===== config.mk =====
export PLATFORM = sky130hd
export DESIGN_NAME = softex_streamer_sched_flat
export DESIGN_NICKNAME = d
export VERILOG_FILES = /design/src/rtl/softex_streamer_sched_if.sv /design/src/rtl/softex_streamer_sched.sv /design/src/flat_wrapper.sv
export SDC_FILE = /design/constraint.sdc
export NUM_CORES = 1
export LEC_CHECK = 0
export ABC_AREA = 0
export CAP_MARGIN = 5
export CELL_PAD_IN_SITES_DETAIL_PLACEMENT = 1
export CELL_PAD_IN_SITES_GLOBAL_PLACEMENT = 2
export CORE_MARGIN = 2
export CORE_UTILIZATION = 30
export DETAILED_ROUTE_END_ITERATION = 8
export GPL_ROUTABILITY_DRIVEN = 1
export PLACE_DENSITY = 0.85
export SLEW_MARGIN = 20
export SYNTH_ARGS = -nofsm -noshare
export SYNTH_HDL_FRONTEND = slang
export SYNTH_SLANG_ARGS = --single-unit

===== constraint.sdc =====
create_clock -name clk_i -period 5 [get_ports clk_i]
set_input_delay 1 -clock clk_i [delete_from_list [all_inputs] [get_ports clk_i]]
set_output_delay 1 -clock clk_i [all_outputs]
set_load 0.005 [all_outputs]

===== src/rtl/softex_streamer_sched_if.sv =====
// Load/store stream handshake bundle between the streamer scheduler and the two DMA streams.
interface softex_streamer_sched_if #(
    parameter int ADDR_WIDTH = 32,
    parameter int LEN_WIDTH  = 16
);
    logic                  in_req_start_o;
    logic [ADDR_WIDTH-1:0] in_addr_o;
    logic [LEN_WIDTH-1:0]  in_len_o;
    logic                  in_done_i;
    logic                  out_req_start_o;
    logic [ADDR_WIDTH-1:0] out_addr_o;
    logic [LEN_WIDTH-1:0]  out_len_o;
    logic                  out_done_i;

    modport master (
        output in_req_start_o, in_addr_o, in_len_o,
        input  in_done_i,
        output out_req_start_o, out_addr_o, out_len_o,
        input  out_done_i
    );

    modport slave (
        input  in_req_start_o, in_addr_o, in_len_o,
        output in_done_i,
        input  out_req_start_o, out_addr_o, out_len_o,
        output out_done_i
    );
endinterface


===== src/rtl/softex_streamer_sched.sv =====
// Row scheduler: issues per-row load and store stream requests, keeping loads at most two rows
// ahead of completed stores, with strided addresses produced by accumulators.
module softex_streamer_sched #(
    parameter int ADDR_WIDTH = 32,
    parameter int LEN_WIDTH  = 16,
    parameter int ROW_WIDTH  = 16
) (
    input  logic                  clk_i,
    input  logic                  rst_i,
    input  logic                  clear_i,
    input  logic                  start_i,
    input  logic [ADDR_WIDTH-1:0] in_base_i,
    input  logic [ADDR_WIDTH-1:0] out_base_i,
    input  logic [ADDR_WIDTH-1:0] row_stride_i,
    input  logic [LEN_WIDTH-1:0]  row_len_i,
    input  logic [ROW_WIDTH-1:0]  n_rows_i,
    softex_streamer_sched_if.master strm,
    output logic                  busy_o,
    output logic                  done_o,
    output logic [ROW_WIDTH-1:0]  rows_done_o
);
    // state  | meaning
    // S_IDLE | waiting for start_i, last job's rows_done held
    // S_RUN  | issuing and tracking row loads/stores
    // S_DONE | one-cycle job-complete pulse
    typedef enum logic [1:0] {S_IDLE, S_RUN, S_DONE} state_t;

    localparam logic [ROW_WIDTH-1:0] ROW_ONE = ROW_WIDTH'(1);
    localparam logic [ROW_WIDTH-1:0] ROW_TWO = ROW_WIDTH'(2);

    state_t                r_state;
    logic [ROW_WIDTH-1:0]  r_n_rows;
    logic [LEN_WIDTH-1:0]  r_len;
    logic [ADDR_WIDTH-1:0] r_stride;
    logic [ADDR_WIDTH-1:0] r_in_acc;
    logic [ADDR_WIDTH-1:0] r_out_acc;
    logic [ROW_WIDTH-1:0]  r_l_iss;
    logic [ROW_WIDTH-1:0]  r_l_done;
    logic [ROW_WIDTH-1:0]  r_s_iss;
    logic [ROW_WIDTH-1:0]  r_s_done;
    logic                  r_in_req;
    logic [ADDR_WIDTH-1:0] r_in_addr;
    logic [LEN_WIDTH-1:0]  r_in_len;
    logic                  r_out_req;
    logic [ADDR_WIDTH-1:0] r_out_addr;
    logic [LEN_WIDTH-1:0]  r_out_len;
    logic                  r_busy;
    logic                  r_done;

    logic                  w_in_ack;
    logic                  w_out_ack;
    logic [ROW_WIDTH-1:0]  w_l_done_nx;
    logic [ROW_WIDTH-1:0]  w_s_done_nx;
    logic [ROW_WIDTH-1:0]  w_ahead;
    logic                  w_ld_go;
    logic                  w_st_go;
    logic                  w_empty_job;

    // Issue decisions look at this cycle's done pulses so requests are registered one cycle later.
    always_comb begin
        w_in_ack    = (r_state == S_RUN) && strm.in_done_i && (r_l_iss != r_l_done);
        w_out_ack   = (r_state == S_RUN) && strm.out_done_i && (r_s_iss != r_s_done);
        w_l_done_nx = w_in_ack ? r_l_done + ROW_ONE : r_l_done;
        w_s_done_nx = w_out_ack ? r_s_done + ROW_ONE : r_s_done;
        w_ahead     = r_l_iss - w_s_done_nx;
        w_ld_go     = (r_state == S_RUN) && (r_l_iss < r_n_rows) &&
                      (r_l_iss == w_l_done_nx) && (w_ahead < ROW_TWO);
        w_st_go     = (r_state == S_RUN) && (r_s_iss < w_l_done_nx) &&
                      (r_s_iss == w_s_done_nx);
        w_empty_job = (n_rows_i == '0) || (row_len_i == '0);
    end

    always_ff @(posedge clk_i) begin
        if (rst_i || clear_i) begin
            r_state    <= S_IDLE;
            r_n_rows   <= '0;
            r_len      <= '0;
            r_stride   <= '0;
            r_in_acc   <= '0;
            r_out_acc  <= '0;
            r_l_iss    <= '0;
            r_l_done   <= '0;
            r_s_iss    <= '0;
            r_s_done   <= '0;
            r_in_req   <= 1'b0;
            r_in_addr  <= '0;
            r_in_len   <= '0;
            r_out_req  <= 1'b0;
            r_out_addr <= '0;
            r_out_len  <= '0;
            r_busy     <= 1'b0;
            r_done     <= 1'b0;
        end else begin
            r_in_req  <= 1'b0;
            r_out_req <= 1'b0;
            r_done    <= 1'b0;
            case (r_state)
                S_IDLE: begin
                    if (start_i) begin
                        r_n_rows <= n_rows_i;
                        r_len    <= row_len_i;
                        r_stride <= row_stride_i;
                        r_l_done <= '0;
                        r_s_iss  <= '0;
                        r_s_done <= '0;
                        if (w_empty_job) begin
                            r_l_iss <= '0;
                            r_state <= S_DONE;
                            r_done  <= 1'b1;
                        end else begin
                            // Row 0 load goes out immediately, so the load accumulator starts at row 1.
                            r_in_req  <= 1'b1;
                            r_in_addr <= in_base_i;
                            r_in_len  <= row_len_i;
                            r_in_acc  <= in_base_i + row_stride_i;
                            r_out_acc <= out_base_i;
                            r_l_iss   <= ROW_ONE;
                            r_state   <= S_RUN;
                            r_busy    <= 1'b1;
                        end
                    end
                end
                S_RUN: begin
                    r_l_done <= w_l_done_nx;
                    r_s_done <= w_s_done_nx;
                    if (w_ld_go) begin
                        r_in_req  <= 1'b1;
                        r_in_addr <= r_in_acc;
                        r_in_len  <= r_len;
                        r_in_acc  <= r_in_acc + r_stride;
                        r_l_iss   <= r_l_iss + ROW_ONE;
                    end
                    if (w_st_go) begin
                        r_out_req  <= 1'b1;
                        r_out_addr <= r_out_acc;
                        r_out_len  <= r_len;
                        r_out_acc  <= r_out_acc + r_stride;
                        r_s_iss    <= r_s_iss + ROW_ONE;
                    end
                    if (w_s_done_nx == r_n_rows) begin
                        r_state <= S_DONE;
                        r_busy  <= 1'b0;
                        r_done  <= 1'b1;
                    end
                end
                S_DONE: begin
                    r_state <= S_IDLE;
                end
                default: begin
                    r_state <= S_IDLE;
                    r_busy  <= 1'b0;
                end
            endcase
        end
    end

    assign strm.in_req_start_o  = r_in_req;
    assign strm.in_addr_o       = r_in_addr;
    assign strm.in_len_o        = r_in_len;
    assign strm.out_req_start_o = r_out_req;
    assign strm.out_addr_o      = r_out_addr;
    assign strm.out_len_o       = r_out_len;
    assign busy_o               = r_busy;
    assign done_o               = r_done;
    assign rows_done_o          = r_s_done;
endmodule


===== src/flat_wrapper.sv =====
// flat-port wrapper written by rule: the top's interface ports become plain ports
module softex_streamer_sched_flat 
#(
    parameter int ADDR_WIDTH = 32,
    parameter int LEN_WIDTH  = 16,
    parameter int ROW_WIDTH  = 16
)
  (clk_i, rst_i, clear_i, start_i, in_base_i, out_base_i, row_stride_i, row_len_i, n_rows_i, busy_o, done_o, rows_done_o, strm_in_req_start_o, strm_in_addr_o, strm_in_len_o, strm_in_done_i, strm_out_req_start_o, strm_out_addr_o, strm_out_len_o, strm_out_done_i);
  softex_streamer_sched_if #(.ADDR_WIDTH(ADDR_WIDTH), .LEN_WIDTH(LEN_WIDTH)) strm_i ();
  input  logic clk_i;
  input  logic rst_i;
  input  logic clear_i;
  input  logic start_i;
  input  logic [ADDR_WIDTH-1:0] in_base_i;
  input  logic [ADDR_WIDTH-1:0] out_base_i;
  input  logic [ADDR_WIDTH-1:0] row_stride_i;
  input  logic [LEN_WIDTH-1:0] row_len_i;
  input  logic [ROW_WIDTH-1:0] n_rows_i;
  output logic busy_o;
  output logic done_o;
  output logic [ROW_WIDTH-1:0] rows_done_o;
  output wire logic [$bits(strm_i.in_req_start_o)-1:0] strm_in_req_start_o;
  output wire logic [$bits(strm_i.in_addr_o)-1:0] strm_in_addr_o;
  output wire logic [$bits(strm_i.in_len_o)-1:0] strm_in_len_o;
  input wire logic [$bits(strm_i.in_done_i)-1:0] strm_in_done_i;
  output wire logic [$bits(strm_i.out_req_start_o)-1:0] strm_out_req_start_o;
  output wire logic [$bits(strm_i.out_addr_o)-1:0] strm_out_addr_o;
  output wire logic [$bits(strm_i.out_len_o)-1:0] strm_out_len_o;
  input wire logic [$bits(strm_i.out_done_i)-1:0] strm_out_done_i;
  assign strm_in_req_start_o = strm_i.in_req_start_o;
  assign strm_in_addr_o = strm_i.in_addr_o;
  assign strm_in_len_o = strm_i.in_len_o;
  assign strm_i.in_done_i = strm_in_done_i;
  assign strm_out_req_start_o = strm_i.out_req_start_o;
  assign strm_out_addr_o = strm_i.out_addr_o;
  assign strm_out_len_o = strm_i.out_len_o;
  assign strm_i.out_done_i = strm_out_done_i;
  softex_streamer_sched #(.ADDR_WIDTH(ADDR_WIDTH), .LEN_WIDTH(LEN_WIDTH), .ROW_WIDTH(ROW_WIDTH)) u_core (.clk_i(clk_i), .rst_i(rst_i), .clear_i(clear_i), .start_i(start_i), .in_base_i(in_base_i), .out_base_i(out_base_i), .row_stride_i(row_stride_i), .row_len_i(row_len_i), .n_rows_i(n_rows_i), .strm(strm_i), .busy_o(busy_o), .done_o(done_o), .rows_done_o(rows_done_o));
endmodule

Word-level counts from Yosys, hierarchy flattened
Index checks and enable logic that the tools add are counted.
Cells by class
  $add $sub $neg: 8
  $mul: 0
  divide/modulo/power cells: 0
  order comparisons: 3
  equality and inequality tests: 12
  shift-type cells: 0
  muxes and demuxes: 44
  bitwise logic cells: 2
  reduce and logical (&&, ||, !) cells: 25
Operators by type and width (count)
  2-to-1 mux 32 bit: 9
  case mux 32 bit (2 select lines): 3
  case mux 16 bit (2 select lines): 5
  2-to-1 mux 16 bit: 9
  adder 32 bit: 3
  adder 16 x 1 -> 16 bit (second input constant): 4
  equality test 16 bit: 3
  zero test 16 bit: 2
  < comparator 16 bit: 2
  != test 16 bit: 2
  < comparator 16 x 2 -> 1 bit (second input constant): 1
  subtractor 16 bit: 1
  AND reduction 4 bit: 3
  2-to-1 mux 1 bit: 11
  logical AND 1 bit: 9
  AND reduction 2 bit: 4
  2-to-1 mux 2 bit: 3
  != test 2 bit (second input constant): 3
  AND reduction 3 bit: 2
  != test 2 x 1 -> 1 bit (second input constant): 2
  case mux 1 bit (2 select lines): 2
  case mux 2 bit (2 select lines): 1
  case mux 1 bit (3 select lines): 1
  equality test 2 x 1 -> 1 bit (second input constant): 1
  other kinds (6): 8
Word-level totals
  bits in registers: 294
  bits in latches: 0
  RAM bits: 0
  ROM bits: 0
  bits of input ports: 134
  output and inout port bits: 116
  word-level logic and storage cells: 112
  memories: 0

Depth between registers and ports, before layout
Gate-level depths: netlist of run 1.
  word-level depth: 9
  depth in mapped cells: 25
  gate-level depth less buffers: 20

Least setup slack after synthesis of run 1
OpenSTA, ideal clock, no wires.
  kind: reg-to-reg
  start: register u_core.r_s_done[0] (netlist: u_core.rows_done_o[0])
  end: register u_core.r_in_acc[0]
  library setup time: 133 ps
  arrival: 4962 ps
  data required time: 4867 ps
  setup slack: -95 ps
  stages on the path, launching flop included: 26
  buffers on the path: 5
  period minus slack after synthesis: 5095 ps
  cell sequence: dfxtp_1 buf_6 xor2_1 nor4_2 and4_4 buf_6 o21ai_0 a21oi_1 inv_1 ha_1 a2111oi_0 o21ai_0 a21oi_1 o221a_2 o21ai_0 nor4_1 nand4_1 a2111oi_0 o2111ai_1 a2111o_1 o31a_1 buf_2 nor2_1 buf_2 buf_2 a311oi_1
On the way
  longest elaborated chain between the ends: 8
  elaborated cells on any way between the ends: 9
  those cells by class: add/sub: 2; order compare: 1; eq/ne: 2; mux: 1; reduce/logical: 3
RTL lines
  from (decl): line softex_streamer_sched.sv:40  | logic [ROW_WIDTH-1:0] r_s_done;
  from (signal assigned): line softex_streamer_sched.sv:125  | r_s_done <= w_s_done_nx;
  parallel branches: the longest is 2 deep, another holds adder 16 x 1 -> 16 bit
  2-to-1 mux 16 bit (*): line softex_streamer_sched.sv:64  | w_s_done_nx = w_out_ack ? r_s_done + ROW_ONE : r_s_done;
  subtractor 16 bit (*): line softex_streamer_sched.sv:65  | w_ahead = r_l_iss - w_s_done_nx;
  < comparator 16 x 2 -> 1 bit (*): line softex_streamer_sched.sv:67  | (r_l_iss == w_l_done_nx) && (w_ahead < ROW_TWO);
  logical AND 1 bit (*): line softex_streamer_sched.sv:67
  != test 2 x 1 -> 1 bit (no line) (*)
  AND reduction 4 bit (no line) (*)
  to (signal assigned): line softex_streamer_sched.sv:115  | r_in_acc <= in_base_i + row_stride_i;
  to (signal assigned): line softex_streamer_sched.sv:130  | r_in_acc <= r_in_acc + r_stride;
  to (decl): line softex_streamer_sched.sv:35  | logic [ADDR_WIDTH-1:0] r_in_acc;
Every way passes the cells marked *.
A chain may end at the register's enable or synchronous reset.

Worst setup path after layout of run 1
  start: register u_core.r_s_iss[6]
  end: register u_core.r_in_acc[9]
On the way
  longest elaborated chain between the ends: 8
RTL lines
  from (decl): line softex_streamer_sched.sv:39  | logic [ROW_WIDTH-1:0] r_s_iss;
  from (signal assigned): line softex_streamer_sched.sv:138  | r_s_iss <= r_s_iss + ROW_ONE;
  != test 16 bit: line softex_streamer_sched.sv:62  | w_out_ack = (r_state == S_RUN) && strm.out_done_i && (r_s_iss != r_s_done);
  logical AND 1 bit: line softex_streamer_sched.sv:62
  2-to-1 mux 16 bit: line softex_streamer_sched.sv:64
  subtractor 16 bit: line softex_streamer_sched.sv:65
  < comparator 16 x 2 -> 1 bit: line softex_streamer_sched.sv:67
  logical AND 1 bit: line softex_streamer_sched.sv:67
  != test 2 x 1 -> 1 bit (no line)
  AND reduction 4 bit (no line)
Every way passes these cells.

==> results of run 1 <==
-- cell type report --
type	instances	area [µm²]	share of cell area
tap	864	1081	0.03894
clock inverter	20	327.8	0.01181
sequential	294	5898	0.2125
timing repair buffer	559	5305	0.1911
multi-input combinational	2036	13770	0.4961
inverter	70	262.8	0.009465
clock buffer	51	1112	0.04007
-- state kept, by name, summed over array words and instances (netlist names), 32 cells and up --
signal,count
u_core.r_in_acc,32
u_core.r_out_acc,32
u_core.r_stride,32
u_core.strm.in_addr_o,32
u_core.strm.out_addr_o,32
-- critical path, cell delays in order (launching register included) --
cell and delay, ns:
dfxtp_4 0.35, xor2_2 0.17, nor4_2 0.30, buf_4 0.18, and4_4 0.25, o21ai_1 0.12, a21oi_2 0.21, inv_2 0.07
ha_4 0.24, a2111oi_4 0.25, o21ai_1 0.11, a21oi_1 0.14, o221a_2 0.19, o21ai_1 0.06, nor4_1 0.21, nand4_1 0.19
a2111oi_2 0.29, o2111ai_1 0.17, a2111o_1 0.37, buf_6 0.15, o31ai_4 0.23, buf_12 0.22, buf_12 0.12, buf_16 0.14
a21oi_1 0.09, a211oi_1 0.27
-- synth_stat cells (all sizes together), types with 41 or more instances --
cell type	count
nand3	65
dfxtp	294
xor2	67
ha	135
clkbuf	121
buf	56
inv	69
nand4	41
nor2	214
o21ai	99
nor3	68
a21o	41
xnor2	107
a21oi	283
a311oi	74
nand2	373
a211oi	46
mux2i	62
-- metal layers --
metal  vias up  part of all wire  track usage
li1      10190                 -            -
met1     10700              0.41       0.2922
met2       557              0.50       0.4393
met3       152             0.043      0.02399
met4         0             0.041      0.09853
met5         -                 0            0
-- through the flow --
step	util	power [mW]	hold WS, ns	setup WS (ns)	std cells
6_report	0.4200	7.039	0.4601	-0.1804	3894
3_3_place_gp	0.3806	3.679	0.4463	-0.9465	3777
2_1_floorplan	-	3.193	0.4363	0.03326	2577
3_5_place_dp	0.3806	3.720	0.4594	-1.083	3777
4_1_cts	0.4102	7.019	0.4678	-0.06992	3868
5_1_grt	0.4200	7.308	0.5011	-0.4094	3894
-- where the power goes --
group / switching, mW / leakage, nW / internal [mW] / total [mW]
registers: 0.0877 / 2.39 / 2.42 / 2.51
clock network: 1.21 / 0.705 / 1.99 / 3.20
logic: 0.730 / 7.90 / 0.603 / 1.33
total: 2.03 / 11.0 / 5.01 / 7.04
-- cell families (layout without fill, tap and decap cells) --
family | Yosys count | after routing | share of synthesized area
compound gates | 728 | 728 | 0.2372
xor+xnor | 184 | 184 | 0.08845
fa+ha+maj | 138 | 138 | 0.08696
buf+inv | 247 | 700 | 0.05013
flops | 294 | 294 | 0.2926
mux | 63 | 63 | 0.03141
simple gates | 923 | 923 | 0.2132
-- path summary, 6_finish.rpt --
kind                  startpoint                   to  cells after the start
max            u_core.r_s_iss[6]   u_core.r_in_acc[9]                     25
min reg2reg  u_core.r_n_rows[13]  u_core.r_n_rows[13]                      2
max reg2reg    u_core.r_s_iss[6]   u_core.r_in_acc[9]                     25
min          u_core.r_n_rows[13]  u_core.r_n_rows[13]                      2
-- repair_timing --
action / CTS / global route
pin swaps: 11 / 30
buffers inserted: 14 / 20
setup endpoints to repair: 133 / 190
hold endpoints to repair: 0 / 0
hold buffers: 0 / 0
gates cloned: 6 / 7
gates resized for setup: 51 / 76
==> metrics.txt, run 1 <==
RSZ-0062 raised after global routing true; synth unique cells 96; Pwr per Cell Area roughly 250 nW/µm²; die footprint between 60000 and 70000 µm²; global-route wire length before repair between 100000 and 150000 µm; core footprint 66100 µm²; Final #Nets 3273; most frequent cells in the layout nand2_1, dfxtp_1, buf_4, a21oi_1, clkdlybuf4s50_1; Fillers about 8000; Routed wire per std cell between 20 and 25 µm; Max IR drop VDD about 210 µV; worst hold path class register to register; Worst setup SP type register; Seq cells post-synth between 200 and 300; Via Count about 22000; Num CTS Buffers 40; Net Count, Synth 2849; Fmax achieved approximately 190 MHz; Worst-path clk slew 0.06 ns; Worst-Skew Late Latency ~0.58 ns; number of global-route vias before repair 22880; required time of the critical path approximately 5.5 ns; die width about 260 µm; Main synth FF type dfxtp_1; maxcap violations 0; CTS tree built; largest net degree at the start of global routing between 100 and 150; clk sinks 294; Core Rows 94; LEAKAGE 11.00 nW; die height between 200 and 300 µm; area delta synth->final 38.00%; Ys Warns 0; Yosys top cell by area dfxtp_1; IO buf count 249; final antenna-violating net count 0; I/O Pins 250; Setup TNS -9.308 ns; Syn Std Cell Area 20120 µm²; DP HPWL roughly 64000 µm; final WL roughly 90000 µm; Ant. Diodes 0; worst reg2reg setup slack -0.18 ns; worst path arrival time between 5 and 6 ns; share of Yosys cell area claimed by the top area cell type 0.2926; worst-path fanout max 16; Final Cell Area 27760 µm²; period utilisation layout 1.036; outcome complete, but fails checks; max_slew headroom 0.2891; drt drc 0; CTS root buf clkbuf_16; H-tree Lvls 2; Post-DP Area roughly 25000 µm²; Via-to-Cell Ratio roughly 5.5; commonest non-fill, non-tap cell in the layout nand2_1; clk buf depth 3; initial DRC count approximately 1100; Fin. Hold Viols 0; Mapped Cells around 2600; Max Slew Vio Count 0; top post-synthesis cells by area dfxtp_1, ha_1, a21oi_1, nand2_1, xnor2_1; crit path time final just over 5 ns; failing checks negative setup slack; TritonRoute pass-1 iters 5; Post-synth EDFFs 0; Worst Setup End Kind register; Congestion Overflow GR 0; Async SR Flop Fraction 0; All-Layer GR Usage 0.2423; final setup vio count 90; Final Skew approximately 0.035 ns; Least-Margin Pin Slew around 1.1 ns; layout cells sized above 1 0.1686; gp weighted congestion 0.9259; post-synthesis sequential area ratio 0.2926; Crit Path Class register to register; crit path setup slack, layout -0.1804 ns; initial antenna violation count 0; syn avg cell area just under 8 µm²; Initial Utilization 0.3043
No activity file was read; power rests on OpenSTA's default activity.
==> run 2: changes to the inputs <==
Settings changed: CORE_UTILIZATION 30 to 33, PLACE_DENSITY 0.85 to 0.89.
Clock period 5 ns to 5.1 ns, I/O delays scaled along.
==> metrics.txt, run 2 (synthesis results as in run 1) <==
worst hold path class register to register; Max Slew Vio Count 0 (unchanged); Worst setup SP type input port; CTS tree built; period utilisation layout 1.013; clk buf depth 3 (unchanged); placed instance count 3690 (-2.3%); All-Layer GR Usage 0.2602 (+0.01786); maxcap violations 0 (unchanged); LEAKAGE 10.85 nW (-1.3%); Via Count 21700 (+0.47%); r2r startpoint u_core.r_s_iss[0]; Hold Buf Count CTS 0 (unchanged); Seq. cell area 5891 µm² (-0.13%); number of global-route vias before repair 22480 (-1.7%); Worst-Skew Late Latency 0.58 ns (about the same); Worst Setup End Kind register; final antenna-violating net count 0 (unchanged); required time of the critical path 5.56 ns (+0.07 ns); Core Rows 90 (-4.3%); Max IR drop VDD 176.9 µV (-17%); worst path arrival time 5.62 ns (-0.05 ns); crit path time final a little over 5 ns; R2R Path End u_core.strm.in_addr_o[29]; Crit Path Class input port to register; Routed wire per std cell 22.90 µm (+1.8%); commonest non-fill, non-tap cell in the layout nand2_1; initial DRC count 1235 (+14%); layout cells sized above 1 0.1648 (-0.003812); max_slew headroom 0.3419 (+0.05282); final WL 86660 µm (-1.0%); global-route wire length before repair 129500 µm (-2.7%); worst reg2reg setup slack -0.06 ns (+0.12 ns); footprint of the multi-input gates 13790 µm² (+0.12%); Via-to-Cell Ratio 5.733 (+3.4%); failing checks negative setup slack; worst slack, placed -1.058 ns (+0.02513 ns); CTS root buf clkbuf_16; RSZ-0062 raised after global routing true; die width 250.9 µm (-4.6%); core footprint 60360 µm² (-8.7%); Pwr per Cell Area 251.7 nW/µm² (-0.75%); Final #Nets 3246 (-0.82%); I/O Pins 250 (unchanged); drt drc 0 (unchanged); Final Skew 0.02550 ns (-0.009791 ns); area delta synth->final 36.18%; hold path startpoint u_core.r_n_rows[13]; most frequent cells in the layout nand2_1, dfxtp_1, a21oi_1, clkdlybuf4s50_1, buf_4; Setup crit start strm_out_done_i; die footprint 62950 µm² (-9.0%); Fmax achieved 193.6 MHz; gp weighted congestion 0.9403 (+1.6%); Ant. Diodes 0 (unchanged); Congestion Overflow GR 0 (unchanged); clk sinks 294 (unchanged); IO buf count 249 (unchanged); CP endpoint u_core.strm.in_addr_o[29]; Setup TNS -0.5097 ns (+8.798 ns); H-tree Lvls 2 (unchanged); Worst-path clk slew 0.07 ns (about the same); final setup vio count 23 (-74%); worst-path fanout max 12 (-4); Num CTS Buffers 39 (-2.5%); initial antenna violation count 0 (unchanged); die height 250.9 µm (-4.6%); Least-Margin Pin Slew 0.9871 ns (-0.07924 ns); R2R depth 23 (-8.0%); outcome complete, but fails checks; Util after Layout 0.4539 (+0.03389); Initial Utilization 0.3333 (+0.02894); Final Instance Count excl. Fillers 3785 (-2.8%); DP HPWL 63160 µm (-0.59%); Fillers 7174 (-8.7%); Fin. Hold Viols 0 (unchanged); TritonRoute pass-1 iters 5 (unchanged); largest net degree at the start of global routing 118 (+2.6%); crit path setup slack, layout -0.06581 ns (+0.1146 ns)
[run 2: cell count changes in the layout (fill, tap and decap cells not counted), moves of 4 or more]
cell      before  now
a21oi_1      266  259
a21oi_2       15   23
buf_12        19   15
buf_16         6    1
buf_4        270  248
clkinv_2       6    2
or4_1          9    5
or4_4          2    6
[run 2: through the flow]
step / hold slack, ns / power [mW] / area (µm²)
after floorplan: 0.4363 / 3.128 / 20120
after global placement: 0.4466 / 3.592 / 25010
after detailed placement: 0.4543 / 3.636 / 25010
after CTS: 0.4642 / 6.851 / 26740
after global routing: 0.4789 / 7.134 / 27390
final: 0.4620 / 6.894 / 27390
[run 2: how the worst min path moves through the flow]
stage	slack, ns	cells past startpoint	endpoint
3_5_place_dp	0.45	2	u_core.r_n_rows[13]
6_report	0.46	2	u_core.r_n_rows[13]
5_1_grt	0.48	2	u_core.r_n_rows[14]
4_1_cts	0.46	2	u_core.r_n_rows[13]
3_3_place_gp	0.45	2	u_core.r_n_rows[13]
2_1_floorplan	0.44	2	u_core.r_n_rows[13]
[run 2: critical path, cell delays in order]
cell,delay [ns]
clkdlybuf4s50_1,0.48
and2_4,0.17
buf_4,0.15
nand3_1,0.14
buf_4,0.19
or4_1,0.57
xnor2_2,0.24
inv_1,0.15
ha_1,0.25
or3b_2,0.46
o21ai_0,0.10
o21ai_0,0.11
a2111o_1,0.44
buf_6,0.15
o31ai_4,0.26
buf_6,0.19
buf_12,0.15
a21oi_1,0.07
a311oi_1,0.32
[run 2: layout make-up]
class / instances / share of cell area
inverter: 70 / 0.009592
timing repair buffer: 533 / 0.1828
clock buffer: 54 / 0.04289
tap: 782 / 0.03572
multi-input combinational: 2036 / 0.5033
sequential: 294 / 0.2150
clock inverter: 16 / 0.01064
[run 2: per-layer routing]
metal	track usage	vias up	wire length, µm
met5	0	-	0
met4	0.1078	0	3257
met3	0.02910	160	3757
met2	0.4733	594	43540
met1	0.3101	10830	36110
li1	-	10120	-
[run 2: power by group]
part | switching, mW | total (mW) | leakage (nW) | internal [mW]
combinational | 0.710 | 1.26 | 7.74 | 0.554
sequential | 0.0843 | 2.46 | 2.39 | 2.37
clock | 1.20 | 3.17 | 0.719 | 1.98
[run 2: what timing repair did]
action                                  in CTS  in global routing
setup buffers                                5                  8
endpoints found under the setup margin     104                139
pin swaps                                   18                 98
gates cloned                                 2                 11
endpoints found under the hold margin        0                  0
gates resized for setup                     29                 88
